===== src/rtl/param_bram_loader.sv =====
// Programmable parameter/bias loader: streams a run-time selected block of
// BRAM words into a flat register, sign- or zero-extending each word.
module param_bram_loader #(
    parameter int MAX_COUNT  = 8,
    parameter int W          = 8,
    parameter int OUT_W      = 8,
    parameter int SIGN_EXT   = 1,
    parameter int ADDR_WIDTH = 18,
    parameter int RD_LAT     = 2,
    parameter int CNT_WIDTH  = $clog2(MAX_COUNT + 1)
) (
    input  logic                       clk,
    input  logic                       rst_n,
    input  logic                       start,
    input  logic [ADDR_WIDTH-1:0]      base_addr,
    input  logic [CNT_WIDTH-1:0]       count,
    output logic                       bram_en,
    output logic                       bram_ren,
    output logic [ADDR_WIDTH-1:0]      bram_addr,
    input  logic [W-1:0]               bram_dout,
    output logic [MAX_COUNT*OUT_W-1:0] data_out,
    output logic                       busy,
    output logic                       done
);

    typedef enum logic [1:0] {
        S_IDLE,
        S_ISSUE,
        S_DRAIN,
        S_DONE
    } state_t;

    state_t                  state_q, state_d;
    logic [ADDR_WIDTH-1:0]   addr_q, addr_d;
    logic [CNT_WIDTH-1:0]    n_q, n_d;
    logic [CNT_WIDTH-1:0]    iss_q, iss_d;
    logic [CNT_WIDTH-1:0]    wr_ptr_q, wr_ptr_d;
    logic                    en_q, en_d;
    logic                    ren_q, ren_d;
    logic [RD_LAT-1:0]       tag_q, tag_d;
    logic [OUT_W-1:0]        elem_q [MAX_COUNT];
    logic [OUT_W-1:0]        elem_d [MAX_COUNT];

    logic [OUT_W-1:0]        ext_word;
    logic [CNT_WIDTH-1:0]    n_clamped;
    logic                    capture;

    assign n_clamped = (count > CNT_WIDTH'(MAX_COUNT)) ? CNT_WIDTH'(MAX_COUNT) : count;

    // A read's tag leaves the shift register exactly when its data is on bram_dout.
    assign capture = tag_q[RD_LAT-1];

    always_comb begin
        ext_word = OUT_W'(bram_dout);
        if ((SIGN_EXT != 0) && bram_dout[W-1]) begin
            ext_word = ext_word | ~OUT_W'({W{1'b1}});
        end
    end

    // NOTE: every signal assigned here gets a default first, so no path can infer a latch.
    always_comb begin
        state_d  = state_q;
        addr_d   = addr_q;
        n_d      = n_q;
        iss_d    = iss_q;
        wr_ptr_d = wr_ptr_q;
        en_d     = en_q;
        ren_d    = ren_q;
        tag_d    = (tag_q << 1) | RD_LAT'(ren_q);
        elem_d   = elem_q;

        if (capture) begin
            wr_ptr_d = wr_ptr_q + CNT_WIDTH'(1);
            for (int i = 0; i < MAX_COUNT; i++) begin
                if (wr_ptr_q == CNT_WIDTH'(i)) begin
                    elem_d[i] = ext_word;
                end
            end
        end

        case (state_q)
            S_IDLE, S_DONE: begin
                if (start) begin
                    n_d      = n_clamped;
                    addr_d   = base_addr;
                    iss_d    = '0;
                    wr_ptr_d = '0;
                    for (int i = 0; i < MAX_COUNT; i++) begin
                        elem_d[i] = '0;
                    end
                    if (n_clamped == '0) begin
                        state_d = S_DONE;
                    end else begin
                        state_d = S_ISSUE;
                        en_d    = 1'b1;
                        ren_d   = 1'b1;
                    end
                end
            end
            S_ISSUE: begin
                if ((iss_q + CNT_WIDTH'(1)) == n_q) begin
                    ren_d   = 1'b0;
                    state_d = S_DRAIN;
                end else begin
                    addr_d = addr_q + ADDR_WIDTH'(1);
                    iss_d  = iss_q + CNT_WIDTH'(1);
                end
            end
            S_DRAIN: begin
                if (wr_ptr_q == n_q) begin
                    en_d    = 1'b0;
                    state_d = S_DONE;
                end
            end
            default: state_d = S_IDLE;
        endcase
    end

    // NOTE: state uses non-blocking assignments so every flop samples pre-edge values.
    always_ff @(posedge clk or negedge rst_n) begin
        if (!rst_n) begin
            state_q  <= S_IDLE;
            addr_q   <= '0;
            n_q      <= '0;
            iss_q    <= '0;
            wr_ptr_q <= '0;
            en_q     <= 1'b0;
            ren_q    <= 1'b0;
            tag_q    <= '0;
            // NOTE: the element array is visible on data_out, so it must reset like any register.
            for (int i = 0; i < MAX_COUNT; i++) begin
                elem_q[i] <= '0;
            end
        end else begin
            state_q  <= state_d;
            addr_q   <= addr_d;
            n_q      <= n_d;
            iss_q    <= iss_d;
            wr_ptr_q <= wr_ptr_d;
            en_q     <= en_d;
            ren_q    <= ren_d;
            tag_q    <= tag_d;
            for (int i = 0; i < MAX_COUNT; i++) begin
                elem_q[i] <= elem_d[i];
            end
        end
    end

    always_comb begin
        data_out = '0;
        for (int i = 0; i < MAX_COUNT; i++) begin
            data_out[i*OUT_W +: OUT_W] = elem_q[i];
        end
    end

    assign bram_en   = en_q;
    assign bram_ren  = ren_q;
    assign bram_addr = addr_q;
    assign busy      = (state_q == S_ISSUE) || (state_q == S_DRAIN);
    assign done      = (state_q == S_DONE);

endmodule


===== config.mk =====
export PLATFORM = sky130hd
export DESIGN_NAME = param_bram_loader
export DESIGN_NICKNAME = d
export VERILOG_FILES = /design/src/rtl/param_bram_loader.sv
export SDC_FILE = /design/constraint.sdc
export NUM_CORES = 1
export LEC_CHECK = 0
export CORE_MARGIN = 3
export CORE_UTILIZATION = 41
export DETAILED_ROUTE_END_ITERATION = 8
export GPL_TIMING_DRIVEN = 0
export HOLD_SLACK_MARGIN = 0.03
export PLACE_DENSITY = 0.66
export SKIP_LAST_GASP = 1
export SLEW_MARGIN = 20
export SYNTH_ARGS = -nofsm -noshare
export SYNTH_HDL_FRONTEND = slang
export SYNTH_SLANG_ARGS = --single-unit

===== constraint.sdc =====
create_clock -name clk -period 3.7 [get_ports clk]
set_input_delay 0.74 -clock clk [delete_from_list [all_inputs] [get_ports clk]]
set_output_delay 0.74 -clock clk [all_outputs]
set_load 0.05 [all_outputs]

== Word level (Yosys, flattened, before mapping) ==
Cells that the tools add are included.
Word-level totals
  bits in registers: 100
  bits of input ports: 33
  output and inout port bits: 86
  word-level logic and storage cells: 82
Cells by class
  add/sub/neg operators: 3
  magnitude comparators: 1
  equal/unequal tests: 17
  mux-type cells: 32
  bitwise operators: 1
  reductions and logical operators: 12
Operators with widths (number)
  two-way mux 64 bit: 3
  two-way mux 8 bit: 8
  two-way mux 18 bit: 2
  case mux 18 bit (2 select lines): 1
  two-way mux 4 bit: 6
  adder 18 x 1 -> 18 bit, second input constant: 1
  equality test 4 x 3 -> 1 bit, second input constant: 4
  != test 2 bit, second input constant: 5
  adder 4 x 1 -> 4 bit, second input constant: 2
  equality test 4 x 2 -> 1 bit, second input constant: 2
  equality test 4 bit: 2
  logical NOT 4 bit: 2
  two-way mux 2 bit: 4
  case mux 4 bit (2 select lines): 1
  AND reduction 4 bit: 2
  case mux 2 bit (3 select lines): 1
  AND reduction 3 bit: 2
  equality test 2 bit, second input constant: 2
  equality test 4 x 1 -> 1 bit, second input constant: 1
  greater-than comparator 4 bit, second input constant: 1
  two-way mux 1 bit: 4
  case mux 1 bit (2 select lines): 2
  nonzero test 2 bit: 2
  equality test 2 x 1 -> 1 bit, second input constant: 1
  5 further kinds: 5

== Logic depth before layout (Yosys ltp) ==
Gate-level depths: netlist of the first run.
  depth after elaboration: 6
  mapped depth: 9
  depth with buffers taken out: 7

== Worst setup path after synthesis of the first run ==
No wires, ideal clock.
  path kind: register to register
  from: reg state_q[0]
  to: reg addr_q[13], in the netlist bram_addr[13]
  library setup time: 0.071 ns
  arrival time: 2.183 ns
  required time: 3.629 ns
  path slack: 1.445 ns
  cell stages (with the launch flop): 8
  buffers on the path: 0
  clock period less this slack: 2.255 ns
  cell sequence: dfrtp_1 -> inv_1 -> ha_1 -> inv_1 -> nor2_1 -> or3_1 -> or4_1 -> nand3_1
Between the ends
  word-level cells in the longest chain between the ends: 4
  elaborated cells on any way between the ends: 9
  those cells by class: eq/ne: 4; mux: 1; reduce/logical: 4
RTL lines
  start, declared: line 33  | state_t state_q, state_d;
  start signal, assigned: line 135  | state_q <= state_d;
  equality test 2 bit / logical NOT 2 bit (equally long branches): line 81  | case (state_q)
  OR reduction 2 bit: line 81
  != test 2 bit (no source line) / nonzero test 2 bit (equally long branches)
  AND reduction 3 bit (no source line)
  end signal, assigned: line 136  | addr_q <= addr_d;
  end, declared: line 34  | logic [ADDR_WIDTH-1:0] addr_q, addr_d;
Several ways; a longest one is shown, not always the timed one.
A chain may end at the register's enable or synchronous reset.

== Worst setup path after layout of the first run ==
  from: reg state_q[0]
  to: out busy
Between the ends
  word-level cells in the longest chain between the ends: 2
  elaborated cells on any way between the ends: 3
  those cells by class: eq/ne: 2; reduce/logical: 1
RTL lines
  equality test 2 x 1 -> 1 bit / equality test 2 bit (equally long branches): line 159  | assign busy = (state_q == S_ISSUE) || (state_q == S_DRAIN);
  logical OR 1 bit (*): line 159
  end, declared: line 22  | output logic busy,
Mark *: on every way between the ends. The rest lies on a longest branch, timed or not.

==> results.toml, run 1 <==
[setup_path]
setup_crit_end_kind = "primary output"
worst_setup_path_start_kind = "flop"
timing.critical_path.cells = "inv_1, ha_1, inv_1, clkdlybuf4s50_1"
cp.required_ns = 2.96
crit_path_kind = "reg -> out"
timing.critical_path.slowest_stage_cell = "sky130_fd_sc_hd__clkdlybuf4s50_1"
critPathMostFrequentCell = "sky130_fd_sc_hd__inv_1"
crit_fanout = 7
slowest_delay_ns = 0.87
cp.arrival_ns = 2.36

[flow_run]
maxCapViolCount = 0

[floorplanning]
floorplan.initialDensity_pct = 43.2
cell_row_count = 39
die_width_um = 117
ios = 119
die_height_um = 117
die_area_um2 = 13700
floorplan.core_area_um2 = 11700

[sta]
grt_setup_unrepaired = "no"
layout_min_cycle_time_ns = 3.10
max_clock_freq_ghz = 0.322
finClkSkew_ns = 0.00764
timing_worst_slew_pin_value_ns = 0.819
relSlewSlack_pct = 45.0
finalSetupViolCount = 0
report.final.slew_viol_count = 0
hold_ws_ns = 0.309
min_period_over_period_pct = 83.9
report.final.hold_viol_count = 0

[final_layout]
finalNetCount = 741
drive_above_1_share_pct = 5.41
final_core_util_pct = 56.9
most-common-layout-cells = "sky130_fd_sc_hd__nand2_1, sky130_fd_sc_hd__clkdlybuf4s50_1, sky130_fd_sc_hd__dfrtp_1"
antenna_cells = 0
syn_to_final_growth_pct = 31.7
most_common_cell_after_layout_fill_and_taps_aside = "sky130_fd_sc_hd__nand2_1"

[min_path]
min_path_type = "in -> async"

[drt]
wire_per_inst_um = 17.7
dr.pass1.iters = 6
drt-vias-per-instance = 5.60
post-route-drc-count = 0
num_vias = 4735
detail_route.iter0.violations = 443
antenna_left = 0
finalWirelength_um = 15000

[clock_network]
number_of_gates_resized_after_cts = 0
cts.hold.buffers_added = 0
clkLatencyLatePin_ns = 0.35
post-cts-setup-buffer-count = 0
clock_sinks = 100
cts_made_buffers = 9
h_tree_level_count = 3
cts_tree = "yes"
clk_pin_slew_ns = 0.07
clockBufferDepth = 2
clk_root_buffer_cell = "sky130_fd_sc_hd__clkbuf_16"

[yosys]
number_of_distinct_library_cells_after_synthesis = 49
post-synth-top-area-fraction_pct = 49.5
ys_ff_latch = 100
yosys_warnings = 0
synth_seq_area_share_pct = 49.5
synth_cells = 576
post_syn_nets = 619
synth.top_cells.by_area = "sky130_fd_sc_hd__dfrtp_1, sky130_fd_sc_hd__nand2_1, sky130_fd_sc_hd__a21oi_1, sky130_fd_sc_hd__mux2i_1, sky130_fd_sc_hd__ha_1"
synth_area_per_cell_um2 = 8.78
synthesis.area_um2 = 5060
synth_area_leader_cell = "sky130_fd_sc_hd__dfrtp_1"

[pwr]
power_switching_mw = 3.79
power_per_cell_area_nw_per_um2 = 1100
part_of_the_total_power_dissipated_in_sequential_elements_pct = 26.4
clock_power_share_pct = 13.1
cell_internal_pwr_mw = 3.54
power.switching_fraction_pct = 51.7
pwr-share-comb_pct = 60.5
ir_worst_vdd_mv = 0.622
cellLeakagePower_nw = 2.78

[global_routing]
vias_in_the_first_global_route = 4636
grt_util_all_layers_pct = 22.4
grt_start_max_net_pins = 59
grt-ovfl-total = 0
grt_antenna_before_repair = 0
grt_pass1_wl_um = 23900

[placed_design]
numPortBuffers = 110
routability_congestion = 0.853
dpl.hpwl_um = 10800

[run_status]
run_status = "finished, final reports clean"
==> sequential cells by signal, indices dropped and copies added (netlist names) <==
signal / count
data_out: 64
iss_q: 4
tag_q: 2
bram_ren: 1
bram_addr: 18
n_q: 4
state_q: 2
bram_en: 1
wr_ptr_q: 4
==> metrics by stage <==
step / power (mW) / TNS (ns) / instance area (µm²) / std cells / setup slack, ns
final: 7.33 / 0 / 6660 / 846 / 0.597
after detailed placement: 6.36 / 0 / 6370 / 830 / 0.861
after CTS: 7.33 / 0 / 6660 / 846 / 0.598
after floorplan: 4.92 / 0 / 5060 / 576 / 1.45
after global routing: 7.79 / 0 / 6660 / 846 / 0.475
after global placement: 6.26 / -181.90 / 6340 / 829 / -1.82
==> synthesized netlist by cell type (all sizes together) <==
master	n
nand2	146
dfrtp	100
a21oi	69
nor2	31
clkbuf	29
nand3	22
nor3	15
inv	13
mux2i	13
o22ai	12
o21ai	11
buf	10
ha	10
nand2b	9
o22a	7
xnor2	7
and3	6
nand4	6
o211ai	6
or3	6
a211oi	5
a311oi	4
and2	4
nor3b	4
nor4	4
xor2	4
nor2b	3
or2	3
or4	3
a22o	2
a22oi	2
a211o	1
a31oi	1
mux2	1
o2111ai	1
o211a	1
o2bb2ai	1
o311ai	1
o32a	1
o32ai	1
xnor3	1
==> cells by family (layout without fill, tap and decap cells) <==
family / count (synthesis) / in the layout / synth area share, %
mux: 14 / 14 / 2.80
buf+inv: 52 / 179 / 4.33
xor+xnor: 12 / 12 / 2.50
simple gates: 262 / 262 / 23.1
flops: 100 / 100 / 49.5
fa+ha+maj: 10 / 10 / 2.47
compound gates: 126 / 126 / 15.3
==> final timing paths <==
kind,from,to,slack (ns),cells past startpoint
max,state_q[0]$_DFFE_PN0P_,busy,0.60,4
max in group asynchronous,rst_n,data_out[46]$_DFF_PN0_,2.76,2
min,rst_n,data_out[55]$_DFF_PN0_,0.31,1
max reg2reg,state_q[0]$_DFFE_PN0P_,data_out[43]$_DFF_PN0_,1.27,7
min in group clk,tag_q[0]$_DFF_PN0_,tag_q[1]$_DFF_PN0_,0.35,0
min reg2reg,tag_q[0]$_DFF_PN0_,tag_q[1]$_DFF_PN0_,0.35,0
==> critical path, delay by kind of cell (launching register included) <==
| kind | cells | cell delay [ns] |
|---|---|---|
| flip-flops | 1 | 0.40 |
| buffers and inverters | 3 | 1.24 |
| adder cells (fa/ha/maj) | 1 | 0.36 |
==> power groups by stage <==
| stage | Sequential, mW | Combinational (mW) | Clock [mW] |
|---|---|---|---|
| 6_report | 1.93 | 4.44 | 0.962 |
| 4_1_cts | 1.93 | 4.44 | 0.971 |
| 3_3_place_gp | 1.93 | 4.34 | 0 |
| 5_1_grt | 1.99 | 4.78 | 1.02 |
| 3_5_place_dp | 1.95 | 4.41 | 0 |
| 2_1_floorplan | 3.09 | 1.84 | 0 |
==> layout make-up <==
cell class	count	area [µm²]
well taps	143	179
plain buffers	39	170
clock buffers	13	250
flip-flops and latches	100	2500
multi-input cells	424	2340
repair buffers	111	1130
clock inverters	3	46.3
inverters	13	48.8
fillers	1079	5050
==> layer usage <==
| layer | share of wire, % | global-route usage, % |
|---|---|---|
| met2 | 47 | 35.8 |
| met5 | 0 | 0 |
| met3 | 6.1 | 3.24 |
| met1 | 45 | 31.0 |
| met4 | 1.6 | 8.79 |
Note: power is estimated with default switching activity, not from simulation.
==> inputs of run 2 (changes only) <==
- clock period: 3.7 -> 3.25 ns (I/O delays scaled with it)
==> results of run 2 <==
Same layout as run 1 (identical final DEF). Status: finished, final reports clean.
Among the figures that moved: setup slack after placement 0.861 ns -> 0.501 ns; setup slack after layout 0.597 ns -> 0.237 ns; hold slack 0.309 ns -> 0.219 ns; register-to-register setup slack 1.27 ns -> 0.82 ns; total power 7.33 mW -> 8.34 mW; worst IR drop on VDD 0.622 mV -> 0.708 mV
==> inputs of run 3 (changes only) <==
- CORE_ASPECT_RATIO: not set -> 1.2
==> results.toml, run 3 (synthesis gave the netlist of run 1 again) <==
[drt]
dr.pass1.iters = 5
finalWirelength_um = 14700
post-route-drc-count = 0
detail_route.iter0.violations = 283
wire_per_inst_um = 17.1
num_vias = 4674
antenna_left = 0
drt-vias-per-instance = 5.43

[final_layout]
finalNonFillerCells = 860
antenna_cells = 0
syn_to_final_growth_pct = 32.4
final_core_util_pct = 56.8
drive_above_1_share_pct = 5.83
finalNetCount = 741
largest_register_ffs = 64
most_common_cell_after_layout_fill_and_taps_aside = "sky130_fd_sc_hd__nand2_1"
post_route_cell_area_um2 = 6690
most-common-layout-cells = "sky130_fd_sc_hd__nand2_1, sky130_fd_sc_hd__clkdlybuf4s50_1, sky130_fd_sc_hd__dfrtp_1"

[global_routing]
grt-ovfl-total = 0
grt_pass1_wl_um = 24000
vias_in_the_first_global_route = 4629
grt_antenna_before_repair = 0
grt_start_max_net_pins = 73
grt_util_all_layers_pct = 22.0

[setup_path]
cp.arrival_ns = 2.36
crit_fanout = 7
crit_path_kind = "reg -> out"
setup_crit_end_kind = "primary output"
cp.required_ns = 2.60
worst_setup_path_start_kind = "flop"
timing.critical_path.cells = "inv_1, ha_1, inv_1, clkdlybuf4s50_1"
worstPathBufferInverterCount = 3
timing.critical_path.slowest_stage_cell = "sky130_fd_sc_hd__clkdlybuf4s50_1"
critPathMostFrequentCell = "sky130_fd_sc_hd__inv_1"
path_delay_family = "buffers and inverters"
slowest_delay_ns = 0.87

[sta]
grt_setup_unrepaired = "no"
min_period_over_period_pct = 92.7
report.final.hold_viol_count = 0
relSlewSlack_pct = 35.3
max_clock_freq_ghz = 0.332
finalSetupViolCount = 0
report.final.slew_viol_count = 0
timing_worst_slew_pin_value_ns = 0.963
layout_min_cycle_time_ns = 3.01
hold_ws_ns = 0.164
finClkSkew_ns = 0.00524

[clock_network]
clkLatencyLatePin_ns = 0.35
cts_tree = "yes"
cts.hold.buffers_added = 0
post-cts-setup-buffer-count = 0
clk_root_buffer_cell = "sky130_fd_sc_hd__clkbuf_16"
h_tree_level_count = 3
clk_pin_slew_ns = 0.07
clock_sinks = 100
number_of_gates_resized_after_cts = 0
clockBufferDepth = 2
cts_made_buffers = 9

[placed_design]
routability_congestion = 0.918
numPortBuffers = 110
dpl.hpwl_um = 10700
placed_cells_incl_taps = 844
dpl_cell_area_um2 = 6380

[min_path]
min_path_type = "in -> async"

[floorplanning]
die_height_um = 128
cell_row_count = 43
floorplan.core_area_um2 = 11800
floorplan.initialDensity_pct = 42.9
die_width_um = 107
die_area_um2 = 13700
ios = 119

[run_status]
run_status = "finished, final reports clean"

[pwr]
ir_worst_vdd_mv = 0.731
power_per_cell_area_nw_per_um2 = 1250
cellLeakagePower_nw = 2.79

[flow_run]
maxCapViolCount = 0
==> run 3: cell type report <==
| cell class | instances | area [µm²] |
|---|---|---|
| clock buffers | 10 | 239 |
| plain buffers | 39 | 170 |
| repair buffers | 111 | 1130 |
| fillers | 1064 | 5090 |
| clock inverters | 6 | 71.3 |
| well taps | 157 | 196 |
| multi-input cells | 424 | 2340 |
| inverters | 13 | 48.8 |
| flip-flops and latches | 100 | 2500 |
==> run 3: per-layer routing <==
metal | vias to the layer above | wire length [µm] | part of all wire [%] | global-route usage (%)
met5 | - | 0 | 0 | 0
met4 | 0 | 297 | 2.0 | 8.17
met3 | 24 | 807 | 5.5 | 3.38
met2 | 167 | 7400 | 50 | 37.2
met1 | 2251 | 6240 | 42 | 28.6
li1 | 2232 | - | - | -
==> run 3: where the power goes <==
group | switching [mW] | internal, mW | total (mW) | leakage (nW)
Clock | 0.490 | 0.626 | 1.12 | 0.151
Combinational | 3.36 | 1.67 | 5.03 | 1.36
Sequential | 0.454 | 1.74 | 2.20 | 1.28
Total | 4.31 | 4.04 | 8.34 | 2.79
==> run 3: per-stage QoR <==
step	setup TNS [ns]	power (mW)	setup slack [ns]
4_1_cts	0	8.38	0.234
5_1_grt	0	8.86	0.153
3_3_place_gp	-218.76	7.15	-2.20
3_5_place_dp	0	7.24	0.443
2_1_floorplan	0	5.61	0.995
6_report	0	8.34	0.238
==> run 3: final timing paths <==
| check | to | cells after the start | from | slack [ns] |
|---|---|---|---|---|
| min in group clk | tag_q[1]$_DFF_PN0_ | 0 | tag_q[0]$_DFF_PN0_ | 0.35 |
| worst max-delay path | busy | 4 | state_q[0]$_DFFE_PN0P_ | 0.24 |
| worst max register to register | bram_addr[10]$_DFFE_PN0P_ | 7 | iss_q[0]$_DFFE_PN0P_ | 0.69 |
| max in group asynchronous | data_out[61]$_DFF_PN0_ | 2 | rst_n | 2.45 |
| worst min register to register | tag_q[1]$_DFF_PN0_ | 0 | tag_q[0]$_DFF_PN0_ | 0.35 |
| worst min-delay path | data_out[55]$_DFF_PN0_ | 1 | rst_n | 0.16 |
